[src/rtl/tile_command_issuer_pkg.sv]
// Shared opcode encoding between the tile command issuer and the matrix controller.
package tile_command_issuer_pkg;

  typedef enum logic [2:0] {
    eNOP       = 3'd0,
    eNewTile   = 3'd1,
    eRotate    = 3'd2,
    eMoveLeft  = 3'd3,
    eMoveRight = 3'd4,
    eMoveDown  = 3'd5
  } tile_opcode_e;

endpackage

[src/rtl/tile_command_issuer.sv]
// Tile opcode initiator: turns player buttons, a gravity timer and controller
// feedback into one opcode at a time on a valid/ready handshake, and supplies
// the pseudo-random shape index for each new tile.
module tile_command_issuer
  import tile_command_issuer_pkg::*;
#(
  parameter int unsigned height_p         = 24,
  parameter int unsigned gravity_period_p = 25000000,
  parameter int unsigned das_p            = 8000000,
  parameter int unsigned arr_p            = 2000000
) (
  input  logic         clk_i,
  input  logic         reset_i,
  input  logic         btn_left_i,
  input  logic         btn_right_i,
  input  logic         btn_rotate_i,
  input  logic         btn_drop_i,
  input  logic         ready_i,
  input  logic         landed_i,
  input  logic         fail_i,
  output tile_opcode_e opcode_o,
  output logic [7:0]   opcode_op_o,
  output logic         op_v_o
);

  localparam int unsigned GravW   = $clog2(gravity_period_p);
  localparam int unsigned HoldMax = (das_p > arr_p) ? das_p : arr_p;
  localparam int unsigned HoldW   = $clog2(HoldMax + 1);
  localparam int unsigned NumPend = 6;

  // Pending-flag bit positions
  localparam int unsigned PNew   = 0;
  localparam int unsigned PDrop  = 1;
  localparam int unsigned PRot   = 2;
  localparam int unsigned PLeft  = 3;
  localparam int unsigned PRight = 4;
  localparam int unsigned PGrav  = 5;

  localparam logic [2:0] ST_INIT  = 3'd0;
  localparam logic [2:0] ST_IDLE  = 3'd1;
  localparam logic [2:0] ST_ISSUE = 3'd2;
  localparam logic [2:0] ST_WAIT  = 3'd3;
  localparam logic [2:0] ST_FAIL  = 3'd4;

  localparam logic [15:0] LfsrSeed = 16'hACE1;
  localparam logic [15:0] LfsrTaps = 16'hB400;

  // Registers
  logic [2:0]         r_state;
  logic               r_op_v;
  tile_opcode_e       r_opcode;
  logic [7:0]         r_arg;
  logic [NumPend-1:0] r_sel;
  logic               r_wait_arm;
  logic [NumPend-1:0] r_pend;
  logic [3:0]         r_prev_btn;
  logic [HoldW-1:0]   r_hold_cnt [2];
  logic [GravW-1:0]   r_grav_cnt;
  logic [15:0]        r_lfsr;

  // Combinational signals
  logic               w_live;
  logic [3:0]         w_btn;
  logic [3:0]         w_btn_edge;
  logic [1:0]         w_lr_rep;
  logic [HoldW-1:0]   w_hold_nxt [2];
  logic               w_grav_hit;
  logic               w_accept;
  logic [GravW-1:0]   w_grav_nxt;
  logic [NumPend-1:0] w_pend_set;
  logic [NumPend-1:0] w_pend_clr;
  logic [NumPend-1:0] w_pend_nxt;
  logic [15:0]        w_lfsr_nxt;
  logic [7:0]         w_tile_arg;
  logic               w_win_valid;
  tile_opcode_e       w_win_opcode;
  logic [7:0]         w_win_arg;
  logic [NumPend-1:0] w_win_sel;
  logic               w_lr_cancel;
  logic [2:0]         w_state_nxt;
  logic               w_op_v_nxt;
  tile_opcode_e       w_opcode_nxt;
  logic [7:0]         w_arg_nxt;
  logic [NumPend-1:0] w_sel_nxt;
  logic               w_wait_arm_nxt;

  assign opcode_o    = r_opcode;
  assign opcode_op_o = r_arg;
  assign op_v_o      = r_op_v;

  assign w_live     = (r_state != ST_FAIL);
  assign w_btn      = {btn_drop_i, btn_rotate_i, btn_right_i, btn_left_i};
  assign w_btn_edge = w_btn & ~r_prev_btn;
  assign w_accept   = (r_state == ST_ISSUE) & ready_i;
  assign w_lfsr_nxt = {1'b0, r_lfsr[15:1]} ^ (r_lfsr[0] ? LfsrTaps : 16'h0000);
  assign w_tile_arg = {5'b0, (r_lfsr[2:0] == 3'd7) ? 3'd0 : r_lfsr[2:0]};

  // Left/right hold counters: delayed auto-start, then fixed-rate repeat
  always_comb begin
    w_lr_rep = '0;
    for (int i = 0; i < 2; i++) begin
      w_hold_nxt[i] = r_hold_cnt[i];
      if (!w_btn[i]) begin
        w_hold_nxt[i] = '0;
      end else if (w_btn_edge[i]) begin
        w_hold_nxt[i] = HoldW'(das_p);
      end else if (r_hold_cnt[i] <= HoldW'(1)) begin
        w_lr_rep[i]   = 1'b1;
        w_hold_nxt[i] = HoldW'(arr_p);
      end else begin
        w_hold_nxt[i] = r_hold_cnt[i] - HoldW'(1);
      end
    end
  end

  // Gravity timer; restarted whenever the tile moves down or a new tile lands
  always_comb begin
    w_grav_hit = (r_grav_cnt == GravW'(gravity_period_p - 1));
    w_grav_nxt = r_grav_cnt + GravW'(1);
    if (w_accept && (r_opcode == eMoveDown || r_opcode == eNewTile)) begin
      w_grav_nxt = '0;
    end else if (w_grav_hit) begin
      w_grav_nxt = '0;
    end
  end

  // Event capture into pending flags; a new event wins over a same-cycle clear
  always_comb begin
    w_pend_set         = '0;
    w_pend_set[PNew]   = landed_i;
    w_pend_set[PDrop]  = w_btn_edge[3];
    w_pend_set[PRot]   = w_btn_edge[2];
    w_pend_set[PLeft]  = w_btn_edge[0] | w_lr_rep[0];
    w_pend_set[PRight] = w_btn_edge[1] | w_lr_rep[1];
    w_pend_set[PGrav]  = w_grav_hit;
    w_pend_nxt         = (r_pend & ~w_pend_clr) | w_pend_set;
  end

  // Priority arbitration over pending flags; opposing left/right cancel out
  always_comb begin
    w_win_valid  = 1'b1;
    w_win_opcode = eNOP;
    w_win_arg    = '0;
    w_win_sel    = '0;
    w_lr_cancel  = 1'b0;
    if (r_pend[PNew]) begin
      w_win_opcode    = eNewTile;
      w_win_arg       = w_tile_arg;
      w_win_sel[PNew] = 1'b1;
    end else if (r_pend[PDrop]) begin
      w_win_opcode     = eMoveDown;
      w_win_arg        = 8'(height_p);
      w_win_sel[PDrop] = 1'b1;
    end else if (r_pend[PRot]) begin
      w_win_opcode    = eRotate;
      w_win_arg       = 8'd1;
      w_win_sel[PRot] = 1'b1;
    end else begin
      w_lr_cancel = r_pend[PLeft] & r_pend[PRight];
      if (r_pend[PLeft] && !r_pend[PRight]) begin
        w_win_opcode     = eMoveLeft;
        w_win_arg        = 8'd1;
        w_win_sel[PLeft] = 1'b1;
      end else if (r_pend[PRight] && !r_pend[PLeft]) begin
        w_win_opcode      = eMoveRight;
        w_win_arg         = 8'd1;
        w_win_sel[PRight] = 1'b1;
      end else if (r_pend[PGrav]) begin
        w_win_opcode     = eMoveDown;
        w_win_arg        = 8'd1;
        w_win_sel[PGrav] = 1'b1;
      end else begin
        w_win_valid = 1'b0;
      end
    end
  end

  // FSM next-state and registered-output values
  always_comb begin
    w_state_nxt    = r_state;
    w_op_v_nxt     = r_op_v;
    w_opcode_nxt   = r_opcode;
    w_arg_nxt      = r_arg;
    w_sel_nxt      = r_sel;
    w_wait_arm_nxt = r_wait_arm;
    w_pend_clr     = '0;
    case (r_state)
      ST_INIT: begin
        w_state_nxt  = ST_ISSUE;
        w_op_v_nxt   = 1'b1;
        w_opcode_nxt = eNewTile;
        w_arg_nxt    = w_tile_arg;
        w_sel_nxt    = '0;
      end
      ST_IDLE: begin
        if (w_lr_cancel) begin
          w_pend_clr[PLeft]  = 1'b1;
          w_pend_clr[PRight] = 1'b1;
        end
        if (w_win_valid) begin
          w_state_nxt  = ST_ISSUE;
          w_op_v_nxt   = 1'b1;
          w_opcode_nxt = w_win_opcode;
          w_arg_nxt    = w_win_arg;
          w_sel_nxt    = w_win_sel;
        end
      end
      ST_ISSUE: begin
        if (ready_i) begin
          w_state_nxt    = ST_WAIT;
          w_op_v_nxt     = 1'b0;
          w_pend_clr     = r_sel;
          w_wait_arm_nxt = 1'b0;
        end
      end
      ST_WAIT: begin
        w_wait_arm_nxt = 1'b1;
        if (r_wait_arm && ready_i) begin
          w_state_nxt = ST_IDLE;
        end
      end
      ST_FAIL: begin
        w_op_v_nxt   = 1'b0;
        w_opcode_nxt = eNOP;
        w_arg_nxt    = '0;
      end
      default: begin
        w_state_nxt  = ST_INIT;
        w_op_v_nxt   = 1'b0;
        w_opcode_nxt = eNOP;
        w_arg_nxt    = '0;
      end
    endcase
    if (fail_i) begin
      w_state_nxt  = ST_FAIL;
      w_op_v_nxt   = 1'b0;
      w_opcode_nxt = eNOP;
      w_arg_nxt    = '0;
      w_sel_nxt    = '0;
      w_pend_clr   = '0;
    end
  end

  // FSM state and output registers
  always_ff @(posedge clk_i or posedge reset_i) begin
    if (reset_i) begin
      r_state    <= ST_INIT;
      r_op_v     <= 1'b0;
      r_opcode   <= eNOP;
      r_arg      <= '0;
      r_sel      <= '0;
      r_wait_arm <= 1'b0;
    end else begin
      r_state    <= w_state_nxt;
      r_op_v     <= w_op_v_nxt;
      r_opcode   <= w_opcode_nxt;
      r_arg      <= w_arg_nxt;
      r_sel      <= w_sel_nxt;
      r_wait_arm <= w_wait_arm_nxt;
    end
  end

  // Event-capture state; frozen in the fail state except the free-running LFSR
  always_ff @(posedge clk_i or posedge reset_i) begin
    if (reset_i) begin
      r_prev_btn    <= '0;
      r_hold_cnt[0] <= '0;
      r_hold_cnt[1] <= '0;
      r_grav_cnt    <= '0;
      r_pend        <= '0;
      r_lfsr        <= LfsrSeed;
    end else begin
      r_lfsr <= w_lfsr_nxt;
      if (w_live) begin
        r_prev_btn    <= w_btn;
        r_hold_cnt[0] <= w_hold_nxt[0];
        r_hold_cnt[1] <= w_hold_nxt[1];
        r_grav_cnt    <= w_grav_nxt;
        r_pend        <= w_pend_nxt;
      end
    end
  end

endmodule

[config.mk]
export PLATFORM = sky130hd
export DESIGN_NAME = tile_command_issuer
export DESIGN_NICKNAME = d
export VERILOG_FILES = /design/src/rtl/tile_command_issuer_pkg.sv /design/src/rtl/tile_command_issuer.sv
export SDC_FILE = /design/constraint.sdc
export NUM_CORES = 1
export LEC_CHECK = 0
export BUFFER_PORTS_ARGS = -buffer_cell sky130_fd_sc_hd__buf_2
export CAP_MARGIN = 20
export CORE_ASPECT_RATIO = 0.6
export CORE_MARGIN = 2
export CORE_UTILIZATION = 26
export CTS_CLUSTER_DIAMETER = 30
export DETAILED_ROUTE_END_ITERATION = 6
export GPL_TIMING_DRIVEN = 0
export PLACE_DENSITY = 0.46
export SLEW_MARGIN = 25
export SYNTH_ARGS = -nofsm -noshare
export SYNTH_HDL_FRONTEND = slang
export SYNTH_SLANG_ARGS = --single-unit
[constraint.sdc]
create_clock -name clk_i -period 3.6 [get_ports clk_i]
set_clock_uncertainty 0.2 [all_clocks]
set_input_delay 0 -clock clk_i [delete_from_list [all_inputs] [get_ports clk_i]]
set_output_delay 0 -clock clk_i [all_outputs]
set_load 0.01 [all_outputs]
==> results of run 1 <==
==> cells by family (layout without fill, tap and decap cells) <==
kind of cell | after synthesis | in the layout
flops | 115 | 115
fa+ha+maj | 5 | 5
compound gates | 148 | 148
other cells | 1 | 3
buf+inv | 57 | 118
simple gates | 281 | 281
xor+xnor | 29 | 29
==> critical path, cell delays in order, from the launching register on <==
cell      delay [ns]
dfrtp_1         0.33
buf_2           0.20
nor3b_1         0.75
clkbuf_1        0.56
clkbuf_1        0.65
o21ai_0         0.19
o21ai_0         0.10
==> path summary, 6_finish.rpt <==
check	startpoint	to	slack (ns)	cells past startpoint
max in group asynchronous	reset_i	r_lfsr[10]$_DFF_PP1_	1.94	5
setup / recovery	r_state[2]$_DFFE_PP0P_	r_hold_cnt[10]$_DFFE_PP0P_	0.53	6
hold / removal	r_lfsr[3]$_DFF_PP0_	r_lfsr[2]$_DFF_PP0_	0.14	0
hold reg to reg	r_lfsr[3]$_DFF_PP0_	r_lfsr[2]$_DFF_PP0_	0.14	0
min in group asynchronous	reset_i	r_hold_cnt[15]$_DFFE_PP0P_	0.54	4
setup reg to reg	r_state[2]$_DFFE_PP0P_	r_hold_cnt[10]$_DFFE_PP0P_	0.53	6
==> metrics by stage <==
step | setup TNS, ns | instance area, um2
2_1_floorplan | 0 | 5898
3_3_place_gp | -127.43 | 6369
3_5_place_dp | 0 | 6404
4_1_cts | 0 | 7126
5_1_grt | 0 | 7126
6_report | 0 | 7126
==> flip-flops by register name, indices dropped and copies added (netlist names) <==
signal / cells
opcode_o: 3
r_sel: 6
opcode_op_o: 4
r_state: 3
r_grav_cnt: 25
r_pend: 6
r_prev_btn: 4
r_hold_cnt: 46
op_v_o: 1
r_lfsr: 16
r_wait_arm: 1
==> cells in the final DEF (no fill, tap or decap), types with 9 or more instances in the layout <==
cell type and count:
xnor2_1 20, buf_2 20, or4_1 10, clkbuf_1 28, nand2_1 65, clkbuf_16 17
or3_1 9, nor4_1 17, a21oi_1 19, dfrtp_1 107, inv_1 20, nor3_1 31
xor2_1 9, nand3_1 26, nor2_1 61, o21ai_0 46, dlygate4sd3_1 11, a31oi_1 19
==> report_power, final <==
group	switching [mW]	total, mW	internal [mW]
registers	0.151	1.58	1.43
logic	0.532	0.875	0.343
clock network	0.638	1.76	1.13
==> final cells by class <==
type,instances,share of cell area
inverters,21,0.01212
well taps,308,0.05408
clock buffers,20,0.06409
clock inverters,12,0.02177
multi-input cells,466,0.3893
plain buffers,36,0.02212
flip-flops and latches,115,0.4053
repair buffers,29,0.03126
==> per-layer routing <==
layer,up-vias,GRT usage
li1,2438,-
met1,2549,0.2346
met3,11,0.03375
met5,-,0
met2,110,0.1904
met4,0,0.03712
==> metrics, run 1 <==
Sinks on Clock Net roughly 120; Area growth syn-to-layout 20.96%; nets 700; CTS Buf Count 17; ANT cells 0; number of port buffers 17; slew margin rel. 0.3480; top post-synthesis cells by count dfrtp_1, nand2_1, nor2_1; final hold vios 0; measured slew at the worst slew-check pin just under 1 ns; Vias just over 5000; H-tree depth 4; initial antenna violation count 0; WL met2 about 6400 um; Die Wd between 150 and 200 um; top post-synthesis cells by area dfrtp_1, nand2_1, o21ai_0, nor2_1, dfstp_2; fmax approximately 0.33 GHz; crit path DAT approximately 3.2 ns; WL met1 9119 um; Final Max Slew Viols 0; post_cts resized 0; fillers between 2000 and 2500; Synthesis Warnings 0; # hold bufs at CTS 11; leakage approximately 3.0 nW; gp weighted congestion about 0.84; register area between 2000 and 3000 um2; Pwr Total between 4 and 5 mW; post-synthesis xor/xnor area fraction 0.04312; Highest Signal Layer met4; CTS tree yes; Required @ worst endpoint roughly 3.7 ns; placed instance count between 900 and 1000; worst-case hold slack 0.1447 ns; post-synthesis sequential area ratio 0.4902; Critical Path Fanout Max 10; CP Capture Type flip-flop; clk buf depth 2; EDFF count, synth 0; DR iter-0 viols approximately 330; Setup crit start kind flip-flop; asr flop ratio synth 1.000; Peak VDD IR 0.0002136 V; distinct cell type count after synthesis between 60 and 70; Die H 120.6 um; Routed Antenna Nets 0; Setup Buffers After CTS 0; final period utilization 0.8538; status complete, no violations; mapped cell area just under 6000 um2; setup ws final ~0.53 ns; die area 23920 um2; Synth Flop Type dfrtp_1; Cells after Synth 636; vias in the first global route approximately 5000; Reg clk slew, reported paths 0.06 ns; fin crit period about 3.1 ns; met3 WL ~650 um; min-delay worst type flip-flop to flip-flop; dpl hpwl 11140 um; 1st-pass router iterations 5; CP Class flip-flop to flip-flop; fraction of the mapped netlist area in simple logic gates 0.2477; # Max-Cap Violations 0; IO Pins 21; top-area cell type share of the netlist area 0.4545; gr usage total 0.1462; initial core utilization 0.2663; # setup viols final 0; mux share of post-synthesis cell area 0; leading area contributor after synthesis dfrtp_1; largest family of logic cells by synthesized area simple AND/OR/NAND/NOR gates; count leader, synth dfrtp_1; share of cells above drive strength 1 0.1144; DR vias/cell between 5 and 6; routed len/inst 16.14 um; Clock Latency Late Sink ~0.42 ns; Yosys reg bits around 120; total core area between 20000 and 25000 um2; final WL 16250 um; Post-Place Setup Slack ~0.5 ns; RSZ-0062 raised after global routing no; Finished Core Util 0.3221; Synth Area in Compound Gates 0.1676; pin count of the biggest net entering global routing 72; grt ovf 0; Multi-input gate area roughly 2800 um2; DRC 0; CTS Root Cell clkbuf_16; first-pass GRT wire length roughly 27000 um; Mean Syn Cell Area a little over 9 um2; FP Rows 42; fin cells between 1000 and 1500; synthesized-area fraction occupied by adder cells 0.01062; Pwr Density slightly below 600 nW/um2
No activity file was read; power rests on OpenSTA's default activity.
==> inputs of run 2 (changes only) <==
--- a/config.mk
+++ b/config.mk
@@ -7,13 +7,15 @@
 export LEC_CHECK = 0
 export BUFFER_PORTS_ARGS = -buffer_cell sky130_fd_sc_hd__buf_2
 export CAP_MARGIN = 20
+export CELL_PAD_IN_SITES_DETAIL_PLACEMENT = 1
+export CELL_PAD_IN_SITES_GLOBAL_PLACEMENT = 2
 export CORE_ASPECT_RATIO = 0.6
 export CORE_MARGIN = 2
 export CORE_UTILIZATION = 26
 export CTS_CLUSTER_DIAMETER = 30
 export DETAILED_ROUTE_END_ITERATION = 6
 export GPL_TIMING_DRIVEN = 0
-export PLACE_DENSITY = 0.46
+export PLACE_DENSITY = 0.62
 export SLEW_MARGIN = 25
 export SYNTH_ARGS = -nofsm -noshare
 export SYNTH_HDL_FRONTEND = slang
==> metrics, run 2 (same netlist as run 1, synthesis figures left out) <==
status complete, no violations; most common cell after layout, fill and taps aside dfrtp_1; FF-to-FF End r_hold_cnt[10]$_DFFE_PP0P_; initial core utilization 0.2663; gr usage total 0.1655; FP Rows 42; Area growth syn-to-layout 20.73%; RSZ-0062 raised after global routing no; IO Pins 21; setup ws final ~0.31 ns; slew margin rel. 0.2944; grt ovf 0; Reg2Reg Setup Slack 0.31 ns; number of port buffers 17; Crit Reg-Reg Startpoint r_state[2]$_DFFE_PP0P_; Post-Place Setup Slack between 0.3 and 0.4 ns; max reg flops 46; Setup crit start kind flip-flop; final period utilization 0.9130; fin crit period ~3.3 ns; dpl hpwl 12970 um; share of cells above drive strength 1 0.1159; Peak VDD IR between 0.0003 and 0.0004 V; leakage between 2 and 3 nW; Vias roughly 5200; fin cells roughly 1000; gp weighted congestion ~0.77; pin count of the biggest net entering global routing between 60 and 70; placed cell areas between 6000 and 7000 um2; Biggest register r_hold_cnt; CP Capture Type flip-flop; hold path depth 4; Required @ worst endpoint 3.74 ns; fmax between 0.3 and 0.4 GHz; Reg clk slew, reported paths ~0.060 ns; Die H ~120 um; first-pass GRT wire length 30020 um; CTS Buf Count 17; crit path DAT ~3.4 ns; ANT cells 0; hold path endpoint r_prev_btn[3]$_DFFE_PP0P_; min-delay worst type input port to flip-flop; initial antenna violation count 0; vias in the first global route ~5300; final WL about 18000 um; fin area about 7000 um2; Pwr Density approximately 590 nW/um2; Setup Buffers After CTS 0; commonest cells after routing, fill and taps aside dfrtp_1, nand2_1, nor2_1, o21ai_0, nor3_1; nets 700; Final Max Slew Viols 0; H-tree depth 4; Routed Antenna Nets 0; placed instance count 964; Hold Crit Start btn_drop_i; CP Class flip-flop to flip-flop; # Max-Cap Violations 0; final hold vios 0; # setup viols final 0; DRC 0; total core area around 22000 um2; Finished Core Util 0.3215; largest registers r_hold_cnt x46, r_grav_cnt x25, r_lfsr x16; worst r2r path cells 6; die area approximately 24000 um2; measured slew at the worst slew-check pin 1.050 ns; DR iter-0 viols between 200 and 300; CTS tree yes; Sinks on Clock Net 115; Die Wd between 150 and 200 um; 1st-pass router iterations 4; routed len/inst roughly 18 um; CTS Root Cell clkbuf_16; Clock Latency Late Sink about 0.43 ns; DR vias/cell 5.161; Critical Path Fanout Max 10; clk buf depth 2
-- run 2: cell count changes in the layout (fill, tap and decap cells not counted) --
| cell | before | now |
|---|---|---|
| clkinvlp_4 | 2 | 4 |
| bufinv_16 | 3 | 2 |
| clkbuf_1 | 28 | 27 |
| clkbuf_8 | 2 | 3 |
| inv_6 | 1 | 0 |
-- run 2: what timing repair did --
| action | in CTS | in global routing |
|---|---|---|
| gates resized for setup | 0 | 0 |
| hold buffers | 11 | 0 |
| endpoints found under the hold margin | 144 | 0 |
-- run 2: final cells by class --
cell class / instances / area (um2)
repair buffers: 29 / 222.7
fillers: 2592 / 15010
flip-flops and latches: 115 / 2888
well taps: 308 / 385.4
inverters: 21 / 86.33
clock inverters: 12 / 131.4
plain buffers: 36 / 157.7
clock buffers: 20 / 466.7
multi-input cells: 466 / 2774
-- run 2: critical path, cell delays in order, from the launching register on --
cell and delay, ns:
dfrtp_1 0.34, buf_2 0.21, nor3b_1 0.86, clkbuf_1 0.56, clkbuf_1 0.69, o21ai_0 0.21
o21ai_0 0.12
-- run 2: worst max-delay path by stage --
stage	start	end	slack (ns)	cells past startpoint
2_1_floorplan	reset_i	op_v_o$_DFFE_PP0P_	0.37	1
3_3_place_gp	reset_i	r_hold_cnt[31]$_DFFE_PP0P_	-1.34	2
3_5_place_dp	r_state[2]$_DFFE_PP0P_	r_hold_cnt[10]$_DFFE_PP0P_	0.38	6
4_1_cts	r_state[2]$_DFFE_PP0P_	r_hold_cnt[10]$_DFFE_PP0P_	0.38	6
5_1_grt	r_state[2]$_DFFE_PP0P_	r_hold_cnt[10]$_DFFE_PP0P_	0.15	6
6_report	r_state[2]$_DFFE_PP0P_	r_hold_cnt[10]$_DFFE_PP0P_	0.31	6
-- run 2: power breakdown --
part | switching (mW) | internal, mW | total [mW]
combinational | 0.556 | 0.344 | 0.899
clock | 0.654 | 1.07 | 1.72
sequential | 0.159 | 1.43 | 1.59
total | 1.37 | 2.84 | 4.21
-- run 2: per-layer routing --
layer | up-vias | share of wire | track usage
li1 | 2428 | - | -
met1 | 2673 | 0.57 | 0.2631
met2 | 77 | 0.39 | 0.2169
met3 | 19 | 0.030 | 0.03487
met4 | 0 | 0.011 | 0.05028
met5 | - | 0 | 0
-- run 2: metrics by stage --
stage               total power, mW  hold slack, ns  setup TNS, ns
global route                  4.470          0.1414              0
finish                        4.212          0.1461              0
global placement              2.451         0.02370        -141.53
floorplan                     2.218         -0.1292              0
CTS                           4.251          0.1321              0
detailed placement            2.491         -0.1717              0
